$ cat src/rtl/arm_pkg.sv
// Shared definitions for the instruction encoder: op-type encodings,
// data-processing command codes, the always-execute condition and the
// instruction-memory writer state enum.
package arm_pkg;

  // Two-bit op field carried straight into word bits [27:26]
  typedef enum logic [1:0] {
    OP_DP     = 2'b00,
    OP_MEM    = 2'b01,
    OP_BRANCH = 2'b10,
    OP_RSV    = 2'b11
  } opType_e;

  // Data-processing commands the encoder knows about
  localparam logic [3:0] CMD_AND = 4'b0000;
  localparam logic [3:0] CMD_SUB = 4'b0010;
  localparam logic [3:0] CMD_ADD = 4'b0100;
  localparam logic [3:0] CMD_ORR = 4'b1100;

  // Condition code meaning "always execute"
  localparam logic [3:0] COND_AL = 4'b1110;

  // Register number that doubles as the program counter
  localparam logic [3:0] REG_PC = 4'b1111;

  // Buffer entry = {last tag, encoded word}
  localparam int WORD_W  = 32;
  localparam int ENTRY_W = WORD_W + 1;

  // Byte stride between consecutive instruction words
  localparam logic [31:0] ADDR_STRIDE = 32'd4;

  // Writer FSM: wait for start, stream words out, pulse done
  typedef enum logic [1:0] {
    ST_IDLE = 2'b00,
    ST_RUN  = 2'b01,
    ST_DONE = 2'b10
  } wrState_e;

  // True when the command is one of the four supported DP operations
  function automatic logic isSupportedCmd(input logic [3:0] cmd);
    logic ok;
    case (cmd)
      CMD_AND, CMD_SUB, CMD_ADD, CMD_ORR: ok = 1'b1;
      default:                            ok = 1'b0;
    endcase
    return ok;
  endfunction

endpackage

$ cat src/rtl/enc_fifo.sv
// Synchronous FIFO holding encoded words with their last tag.
// Read data is presented combinationally from the head entry; a push on a
// full buffer is dropped even when a pop happens in the same cycle.
module enc_fifo #(
  parameter int DEPTH = 4,
  parameter int WIDTH = 33
) (
  input  logic             clk,
  input  logic             reset,
  input  logic             i_push,
  input  logic [WIDTH-1:0] i_wdata,
  input  logic             i_pop,
  output logic [WIDTH-1:0] o_rdata,
  output logic             o_full,
  output logic             o_empty
);

  localparam int PTR_W = (DEPTH > 1) ? $clog2(DEPTH) : 1;
  localparam int CNT_W = $clog2(DEPTH + 1);

  logic [WIDTH-1:0] r_mem [DEPTH];
  logic [PTR_W-1:0] r_wrPtr;
  logic [PTR_W-1:0] r_rdPtr;
  logic [CNT_W-1:0] r_count;
  logic             w_doPush;
  logic             w_doPop;

  assign o_full   = (r_count == CNT_W'(DEPTH));
  assign o_empty  = (r_count == '0);
  assign w_doPush = i_push & ~o_full;
  assign w_doPop  = i_pop & ~o_empty;
  assign o_rdata  = r_mem[r_rdPtr];

  // Storage array; contents need no reset because the count gates reads
  always_ff @(posedge clk) begin
    if (w_doPush) begin
      r_mem[r_wrPtr] <= i_wdata;
    end
  end

  // Pointers and occupancy; depth is a power of two so pointers wrap naturally
  always_ff @(posedge clk) begin
    if (reset) begin
      r_wrPtr <= '0;
      r_rdPtr <= '0;
      r_count <= '0;
    end else begin
      if (w_doPush) begin
        r_wrPtr <= r_wrPtr + PTR_W'(1);
      end
      if (w_doPop) begin
        r_rdPtr <= r_rdPtr + PTR_W'(1);
      end
      case ({w_doPush, w_doPop})
        2'b10:   r_count <= r_count + CNT_W'(1);
        2'b01:   r_count <= r_count - CNT_W'(1);
        default: r_count <= r_count;
      endcase
    end
  end

endmodule

$ cat src/rtl/instr_encoder.sv
// Instruction encoder: packs field sets into 32-bit instruction words,
// buffers them in enc_fifo and streams them into instruction memory at
// consecutive word addresses once started.
// Optional feature macro: ENC_ILLEGAL_CHECK_EN -- when defined, err latches
// on acceptance of a reserved op type, an unsupported DP command, or a
// flag-setting DP write to the PC; when undefined, err is tied low.
module instr_encoder
  import arm_pkg::*;
#(
  parameter int FIFO_DEPTH = 4
) (
  input  logic        clk,
  input  logic        reset,
  input  logic        in_valid,
  output logic        in_ready,
  input  logic [1:0]  in_type,
  input  logic [3:0]  in_cond,
  input  logic [3:0]  in_cmd,
  input  logic        in_i,
  input  logic        in_s,
  input  logic        in_l,
  input  logic [3:0]  in_rn,
  input  logic [3:0]  in_rd,
  input  logic [11:0] in_src2,
  input  logic [23:0] in_imm24,
  input  logic        in_last,
  input  logic        start,
  input  logic [31:0] base_addr,
  output logic        imem_we,
  output logic [31:0] imem_addr,
  output logic [31:0] imem_wd,
  output logic        busy,
  output logic        done,
  output logic        err
);

  wrState_e           r_state;
  wrState_e           w_nextState;
  logic [31:0]        r_nextAddr;
  logic [WORD_W-1:0]  w_word;
  logic               w_accept;
  logic               w_pop;
  logic               w_popLast;
  logic               w_fifoFull;
  logic               w_fifoEmpty;
  logic [ENTRY_W-1:0] w_fifoRdata;

  assign in_ready  = ~w_fifoFull;
  assign w_accept  = in_valid & in_ready;
  assign w_pop     = (r_state == ST_RUN) & ~w_fifoEmpty;
  assign w_popLast = w_pop & w_fifoRdata[ENTRY_W-1];

  // Field packing; reserved op type falls through to the DP layout
  always_comb begin
    w_word = '0;
    case (opType_e'(in_type))
      OP_MEM:    w_word = {in_cond, in_type, ~in_i, 1'b1, 1'b1, 1'b0, 1'b0, in_l,
                           in_rn, in_rd, in_src2};
      OP_BRANCH: w_word = {in_cond, 3'b101, in_l, in_imm24};
      default:   w_word = {in_cond, in_type, in_i, in_cmd, in_s,
                           in_rn, in_rd, in_src2};
    endcase
  end

  enc_fifo #(
    .DEPTH (FIFO_DEPTH),
    .WIDTH (ENTRY_W)
  ) u_fifo (
    .clk     (clk),
    .reset   (reset),
    .i_push  (w_accept),
    .i_wdata ({in_last, w_word}),
    .i_pop   (w_pop),
    .o_rdata (w_fifoRdata),
    .o_full  (w_fifoFull),
    .o_empty (w_fifoEmpty)
  );

  // Writer state register
  always_ff @(posedge clk) begin
    if (reset) begin
      r_state <= ST_IDLE;
    end else begin
      r_state <= w_nextState;
    end
  end

  // Writer next-state: the run ends on the pop of a last-tagged word
  always_comb begin
    w_nextState = r_state;
    case (r_state)
      ST_IDLE: if (start) w_nextState = ST_RUN;
      ST_RUN:  if (w_popLast) w_nextState = ST_DONE;
      ST_DONE: w_nextState = ST_IDLE;
      default: w_nextState = ST_IDLE;
    endcase
  end

  // Writer status outputs decoded from state
  always_comb begin
    busy = 1'b0;
    done = 1'b0;
    case (r_state)
      ST_RUN:  busy = 1'b1;
      ST_DONE: begin
        busy = 1'b1;
        done = 1'b1;
      end
      default: begin
        busy = 1'b0;
        done = 1'b0;
      end
    endcase
  end

  // Next write address: loaded on start from idle, stepped once per pop
  always_ff @(posedge clk) begin
    if (reset) begin
      r_nextAddr <= '0;
    end else if ((r_state == ST_IDLE) && start) begin
      r_nextAddr <= base_addr;
    end else if (w_pop) begin
      r_nextAddr <= r_nextAddr + ADDR_STRIDE;
    end
  end

  // Registered memory write port, one word per popped entry
  always_ff @(posedge clk) begin
    if (reset) begin
      imem_we   <= 1'b0;
      imem_addr <= '0;
      imem_wd   <= '0;
    end else begin
      imem_we <= w_pop;
      if (w_pop) begin
        imem_addr <= r_nextAddr;
        imem_wd   <= w_fifoRdata[WORD_W-1:0];
      end
    end
  end

`ifdef ENC_ILLEGAL_CHECK_EN
  logic w_illegal;
  logic r_err;

  // Flags field sets the encoder will still emit but that are not legal
  always_comb begin
    w_illegal = 1'b0;
    case (opType_e'(in_type))
      OP_RSV: w_illegal = 1'b1;
      OP_DP:  w_illegal = ~isSupportedCmd(in_cmd) | (in_s & (in_rd == REG_PC));
      default: w_illegal = 1'b0;
    endcase
  end

  // Sticky error, cleared only by reset
  always_ff @(posedge clk) begin
    if (reset) begin
      r_err <= 1'b0;
    end else if (w_accept && w_illegal) begin
      r_err <= 1'b1;
    end
  end

  assign err = r_err;
`else
  assign err = 1'b0;
`endif

endmodule

$ cat config.mk
export PLATFORM = sky130hd
export DESIGN_NAME = instr_encoder
export DESIGN_NICKNAME = d
export VERILOG_FILES = /design/src/rtl/arm_pkg.sv /design/src/rtl/enc_fifo.sv /design/src/rtl/instr_encoder.sv
export SDC_FILE = /design/constraint.sdc
export NUM_CORES = 1
export LEC_CHECK = 0
export ABC_CLOCK_PERIOD_IN_PS = 3200
export BUFFER_PORTS_ARGS = -buffer_cell sky130_fd_sc_hd__buf_2
export CAP_MARGIN = 30
export CORE_MARGIN = 2
export CORE_UTILIZATION = 56
export DETAILED_ROUTE_END_ITERATION = 16
export GPL_TIMING_DRIVEN = 0
export PLACE_DENSITY_LB_ADDON = 0.08
export SLEW_MARGIN = 40
export SYNTH_ARGS = -nofsm -noshare
export SYNTH_HDL_FRONTEND = slang
export SYNTH_SLANG_ARGS = --single-unit
$ cat constraint.sdc
create_clock -name clk -period 3.2 [get_ports clk]
set_input_delay 0.16 -clock clk [delete_from_list [all_inputs] [get_ports clk]]
set_output_delay 0.16 -clock clk [all_outputs]
set_load 0.05 [all_outputs]
==> results.sh, run 1 <==
export IMPL_async_flop_share_pct=0
export IMPL_h_tree_depth=1
export IMPL_min_period_ns=2.70
export IMPL_grt_pass1_wl_um=35700
export IMPL_endpoint_kind="flip-flop"
export IMPL_grt_antenna_before_repair=0
export IMPL_remaining_drc_errors=0
export IMPL_relSlewSlack_pct=50.3
export IMPL_synthFlopType="edfxtp_1"
export IMPL_hp_class="input port to flip-flop"
export IMPL_cts_root_buf="clkbuf_16"
export IMPL_die_area_um2=18600
export IMPL_hold_viol_final=0
export IMPL_io_buffers=160
export IMPL_finClkSkew_ns=0.0103
export IMPL_syn_area_per_cell_um2=12.1
export IMPL_power_density_nw_per_um2=762
export IMPL_yosys_register_bits=240
export IMPL_ant_nets=0
export IMPL_ys_seq_area_share_pct=62.5
export IMPL_worstMarginPinSlew_ns=0.741
export IMPL_wl_per_cell_um=18.4
export IMPL_dr_pass1_iters=5
export IMPL_max_freq_mhz=370
export IMPL_syn_inst=811
export IMPL_overflow=0
export IMPL_drt_iter0_drc=483
export IMPL_insertion_delay_ns=0.51
export IMPL_start_util_pct=57.1
export IMPL_clk_pin_slew_ns=0.06
export IMPL_timing_final_crit_share_pct=84.4
export IMPL_post_cts_repair_setup_buffers=0
export IMPL_ys_warn_count=0
export IMPL_status="completed"
export IMPL_postSynthNetCount=919
export IMPL_cts_resized=0
export IMPL_critPathLaunchType="flip-flop"
export IMPL_tns_ns=0
export IMPL_synth_edf_count=132
export IMPL_drt_wl_total_um=23200
export IMPL_viasPerCell=5.66
export IMPL_gp_congestion=0.860
export IMPL_die_x_um=136
export IMPL_ys_types=48
export IMPL_syn_to_final_growth_pct=21.8
export IMPL_syn_area_um2=9800
export IMPL_p_leak_nw=4.35
export IMPL_critPathArrivalTime_ns=3.14
export IMPL_io_pins=163
export IMPL_coreArea_um2=17200
export IMPL_cts_tree="yes"
export IMPL_num_rows=48
export IMPL_path_class="flip-flop to flip-flop"
export IMPL_vdd_drop_max_uv=434
export IMPL_max_clock_path_buffers=3
export IMPL_setup_violations=0
export IMPL_numCtsBuffers=24
export IMPL_diodes=0
export IMPL_track_usage_pct=24.9
export IMPL_final_layout_size_suffix_gt1_share_pct=24.3
export IMPL_power_mw=9.09
export IMPL_grt_pass1_vias=6871
export IMPL_grt_start_max_net_pins=34
export IMPL_clock_sinks=240
export IMPL_rsz0062_at_grt="no"
export IMPL_critical_path_required_ns=3.64
export IMPL_finalNetCount=1129
export IMPL_maxSlewViolCount=0
export IMPL_worst_path_max_fanout=19
export IMPL_via_count=7159
export IMPL_dp_hpwl_um=15600
export IMPL_die_h_um=136
export IMPL_cap_violations=0
[worst max-delay path: stages, from the launching register on]
cell     delay (ns)
dfxtp_1        0.33
inv_1          0.10
ha_1           0.25
o31ai_2        0.20
inv_2          0.11
buf_2          0.35
ha_1           0.25
inv_1          0.06
fa_1           0.37
xor2_1         0.16
or3_1          0.31
a21oi_1        0.14
[sequential cells by signal, indices dropped and copies added (netlist names), named ones only]
register	flops
u_fifo.r_wrPtr	2
imem_wd	32
r_state	2
imem_we	1
u_fifo.r_count	3
imem_addr	32
u_fifo.r_mem	132
r_nextAddr	32
u_fifo.r_rdPtr	2
[cell usage after synthesis, types with 2 or more instances]
cell type	count	area share [%]
a21oi_1	77	3.9
nand4_1	11	0.70
nor2_1	38	1.5
xnor2_1	6	0.54
o21ai_0	10	0.51
nand3_1	20	1.0
or2_2	2	0.13
a311oi_1	14	1.3
and2_1	5	0.32
a211oi_1	12	0.92
nor3b_1	10	0.77
or3_1	7	0.45
buf_2	7	0.36
nand2_1	148	5.7
inv_1	13	0.50
nor4_1	7	0.45
or4_1	14	1.1
mux4_2	33	7.6
ha_1	13	1.7
clkbuf_1	39	1.5
dfxtp_1	108	22
and4_1	3	0.27
and3_1	9	0.57
xor2_1	8	0.71
a22o_1	22	2.0
o31ai_1	12	0.92
edfxtp_1	132	40
nor2b_1	3	0.19
buf_1	7	0.27
nor3_1	3	0.15
[repair_timing]
| action | in CTS | in global routing |
|---|---|---|
| endpoints found under the hold margin | 40 | 0 |
| hold buffers | 25 | 0 |
| setup endpoints to repair | 0 | 1 |
[cells by family (layout without fill, tap and decap cells)]
| family | after synthesis | count (layout) | share of synthesized area (%) |
|---|---|---|---|
| buffers and inverters | 69 | 297 | 2.85 |
| adders and majority gates | 14 | 14 | 1.86 |
| DFF | 240 | 240 | 62.5 |
| AOI/OAI and AO/OA | 155 | 155 | 10.2 |
| xor gates and xnor gates | 14 | 14 | 1.25 |
| other | 1 | 1 | 0.0383 |
| and+or+nand+nor | 284 | 284 | 13.6 |
| muxes | 34 | 34 | 7.70 |
[report_power, final]
part	switching (mW)	total [mW]	internal, mW	leakage [nW]
registers	0.281	3.99	3.71	2.10
logic	1.55	2.33	0.777	1.85
clock network	1.15	2.78	1.63	0.398
total	2.98	9.09	6.11	4.35
[final cells by class]
class	count	area (µm²)
flip-flops and latches	240	6130
fillers	1292	5240
multi-input cells	502	3420
repair buffers	185	1050
clock buffers	28	657
well taps	225	282
plain buffers	54	223
clock inverters	16	129
inverters	14	52.6
[stage by stage]
stage | hold slack (ns) | utilization, % | setup WS (ns) | instance area [µm²] | cells
after CTS | 0.00397 | 69.5 | 0.176 | 11900 | 1265
after detailed placement | 0.382 | 63.5 | 0.215 | 10900 | 1196
after global routing | 0.0112 | 69.5 | 0.310 | 11900 | 1264
after global placement | 0.379 | 63.4 | 0.238 | 10900 | 1196
after floorplan | 0.259 | - | 0.625 | 9800 | 811
final | 0.0175 | 69.5 | 0.499 | 11900 | 1264
[placed cells by master, fill, tap and decap left out, drive strengths merged, types with 13 or more instances in the layout]
cell	instances
a21oi	77
a22o	22
a311oi	14
buf	175
clkbuf	67
clkinv	13
dfxtp	108
dlygate4sd3	25
edfxtp	132
ha	13
inv	15
mux4	33
nand2	148
nand3	20
nor2	38
o31ai	13
or4	14
[metal layers]
layer	global-route usage (%)	vias up	part of all wire, %	routed length, µm
li1	-	3427	-	-
met4	7.41	0	2.4	567
met3	3.69	39	6.2	1450
met1	33.1	3420	42	9830
met5	0	-	0	0
met2	42.6	273	49	11400
[worst paths after layout]
check	from	end	slack (ns)	cells past startpoint
worst max-delay path	r_state[1]$_SDFFE_PP0P_	u_fifo.r_count[2]$_SDFFE_PP0P_	0.50	11
worst min-delay path	in_imm24[13]	u_fifo.r_mem[3][13]$_DFFE_PP_	0.02	2
worst max register to register	r_state[1]$_SDFFE_PP0P_	u_fifo.r_count[2]$_SDFFE_PP0P_	0.50	11
worst min register to register	imem_wd[2]$_SDFFE_PP0P_	imem_wd[2]$_SDFFE_PP0P_	0.45	2
No activity file was read; power rests on OpenSTA's default activity.
==> run 2, diff against run 1 <==
ABC_CLOCK_PERIOD_IN_PS = 2400   (was 3200)
CORE_UTILIZATION = 51   (was 56)
clock period = 2.4 ns   (was 3.2 ns; I/O delays follow)
==> run 2 against run 1 <==
Against the previous run: setup slack got worse by 0.36 ns; cell count up 4.8%; sequential share of layout area decreased by 2.3 points; register-to-register slack worse by 0.36 ns; first-iteration DRC count down 1.4%; global-route usage down 1.5 points; sequential power is 34% higher; critical path type unchanged; critical endpoint unchanged; largest cell class unchanged; largest power group unchanged.
==> results.sh, run 2 (same netlist as run 1, synthesis figures left out) <==
export IMPL_via_count=7400
export IMPL_viasPerCell=5.58
export IMPL_timing_final_ws_setup_ns=0.134
export IMPL_drt_wl_total_um=24100
export IMPL_coreArea_um2=18800
export IMPL_maxSlewViolCount=0
export IMPL_critical_path_required_ns=2.84
export IMPL_timing_final_crit_share_pct=94.4
export IMPL_drt_iter0_drc=476
export IMPL_grt_pass1_wl_um=37200
export IMPL_die_h_um=143
export IMPL_clk_pin_slew_ns=0.06
export IMPL_timing_rr_start="u_fifo.r_count[2]$_SDFFE_PP0P_"
export IMPL_slowest_stage="or3b_4"
export IMPL_numCtsBuffers=26
export IMPL_critPathLaunchType="flip-flop"
export IMPL_crit_path_cell_trace="or3b_4 > and2_4 > inv_1 > ha_2 > inv_1 > fa_2 > xor2_1 > or3_1 > a21oi_1"
export IMPL_grt_pass1_vias=7167
export IMPL_insertion_delay_ns=0.52
export IMPL_grt_start_max_net_pins=34
export IMPL_final_common_cell="buf_2"
export IMPL_tns_ns=0
export IMPL_r2r_slack_ns=0.13
export IMPL_endpoint_kind="flip-flop"
export IMPL_p_leak_nw=4.58
export IMPL_critPathMaxStageDelay_ns=0.40
export IMPL_remaining_drc_errors=0
export IMPL_die_x_um=143
export IMPL_path_class="flip-flop to flip-flop"
export IMPL_timing_hold_ws_ns=0.0196
export IMPL_die_area_um2=20300
export IMPL_finalNetCount=1178
export IMPL_grt_use_met2_pct=41.4
export IMPL_min_delay_start="base_addr[29]"
export IMPL_syn_to_final_growth_pct=27.6
export IMPL_clock_sinks=240
export IMPL_crit_start="u_fifo.r_count[2]$_SDFFE_PP0P_"
export IMPL_vdd_drop_max_uv=612
export IMPL_dp_slack_ns=-0.382
export IMPL_h_tree_depth=1
export IMPL_status="completed"
export IMPL_critPathBufInv=2
export IMPL_busiest_layer="met2"
export IMPL_r2r_cells=9
export IMPL_track_usage_pct=23.4
export IMPL_max_clock_path_buffers=3
export IMPL_io_pins=163
export IMPL_min_period_ns=2.27
export IMPL_layout_common_cells="buf_2, nand2_1, edfxtp_1, dfxtp_1, a21oi_1"
export IMPL_finClkSkew_ns=0.00867
export IMPL_rsz0062_at_grt="no"
export IMPL_critical_path_cell_count=9
export IMPL_setup_violations=0
export IMPL_ant_nets=0
export IMPL_io_buffers=160
export IMPL_crit_family="simple AND/OR/NAND/NOR gates"
export IMPL_final_layout_size_suffix_gt1_share_pct=24.7
export IMPL_grt_use_met3_pct=4.29
export IMPL_largest_reg_flops=132
export IMPL_regMostFlops="u_fifo.r_mem"
export IMPL_relSlewSlack_pct=50.8
export IMPL_start_util_pct=52.2
export IMPL_cts_root_buf="clkbuf_16"
export IMPL_power_density_nw_per_um2=996
export IMPL_max_freq_mhz=441
export IMPL_cp_common_cell="inv_1"
export IMPL_critPathArrivalTime_ns=2.71
export IMPL_wl_per_cell_um=18.2
export IMPL_r2r_end="u_fifo.r_count[2]$_SDFFE_PP0P_"
export IMPL_gp_congestion=0.875
export IMPL_grt_antenna_before_repair=1
export IMPL_worst_path_max_fanout=6
export IMPL_cts_tree="yes"
export IMPL_num_rows=50
export IMPL_cap_violations=0
export IMPL_cp_endpoint="u_fifo.r_count[2]$_SDFFE_PP0P_"
export IMPL_dr_pass1_iters=7
export IMPL_dp_hpwl_um=15800
export IMPL_overflow=0
export IMPL_hold_viol_final=0
export IMPL_worstMarginPinSlew_ns=0.731
export IMPL_hp_class="input port to flip-flop"
export IMPL_use_met1_pct=29.8
run 2: cell count changes in the layout (fill, tap and decap cells not counted), moves of 2 or more:
cell,before,now
clkbuf_16,25,27
clkbuf_2,0,2
clkinv_2,9,4
clkbuf_1,40,42
dfxtp_1,108,105
ha_1,13,11
buf_4,1,10
dlygate4sd3_1,25,65
clkinvlp_4,0,3
dfxtp_2,0,2
run 2: through the flow:
stage | instances | power, mW | cell area (µm²) | util [%]
4_1_cts | 1318 | 12.5 | 12400 | 66.2
3_5_place_dp | 1205 | 8.48 | 10900 | 58.2
3_3_place_gp | 1205 | 8.44 | 10900 | 58.1
2_1_floorplan | 811 | 7.58 | 9800 | -
5_1_grt | 1325 | 13.0 | 12500 | 66.6
6_report | 1325 | 12.4 | 12500 | 66.6
run 2: tightest hold or removal path, delay by kind of cell:
family / cells / cell delay (ns)
AND/OR/NAND/NOR: 2 / 0.25
buffers and inverters: 1 / 0.08
AO/OA/AOI/OAI: 1 / 0.06
run 2: how the worst min path moves through the flow:
stage	slack, ns	cells after the start	to
after floorplan	0.22	0	u_fifo.r_mem[0][28]$_DFFE_PP_
after global placement	0.34	1	u_fifo.r_mem[2][29]$_DFFE_PP_
final	0.02	4	r_nextAddr[29]$_SDFFE_PP0P_
after CTS	0.00006	4	r_nextAddr[29]$_SDFFE_PP0P_
after detailed placement	0.34	1	u_fifo.r_mem[1][29]$_DFFE_PP_
after global routing	0.02	2	u_fifo.r_mem[1][3]$_DFFE_PP_
run 2: report_power, final:
| part | internal, mW | leakage, nW | switching (mW) |
|---|---|---|---|
| sequential | 4.95 | 2.11 | 0.396 |
| clock | 2.30 | 0.403 | 1.57 |
| combinational | 1.15 | 2.07 | 2.08 |
| total | 8.40 | 4.58 | 4.05 |
run 2: per-layer routing:
metal	routed length, µm	part of all wire [%]
met2	12000	50
met1	10000	41
met5	0	0
met3	1570	6.5
met4	520	2.2
run 2: cell type report:
type | count | area (µm²)
fillers | 1413 | 6260
flip-flops and latches | 240 | 6130
multi-input cells | 502 | 3450
repair buffers | 233 | 1510
clock buffers | 33 | 708
well taps | 234 | 293
plain buffers | 53 | 224
clock inverters | 15 | 130
inverters | 14 | 55.1
diodes | 1 | 2.50
run 2: timing repair:
item	CTS	global route
resized for setup	7	8
hold buffers	65	0
pin swaps	0	1
buffers inserted	1	7
setup endpoints to repair	10	38
endpoints found under the hold margin	116	0
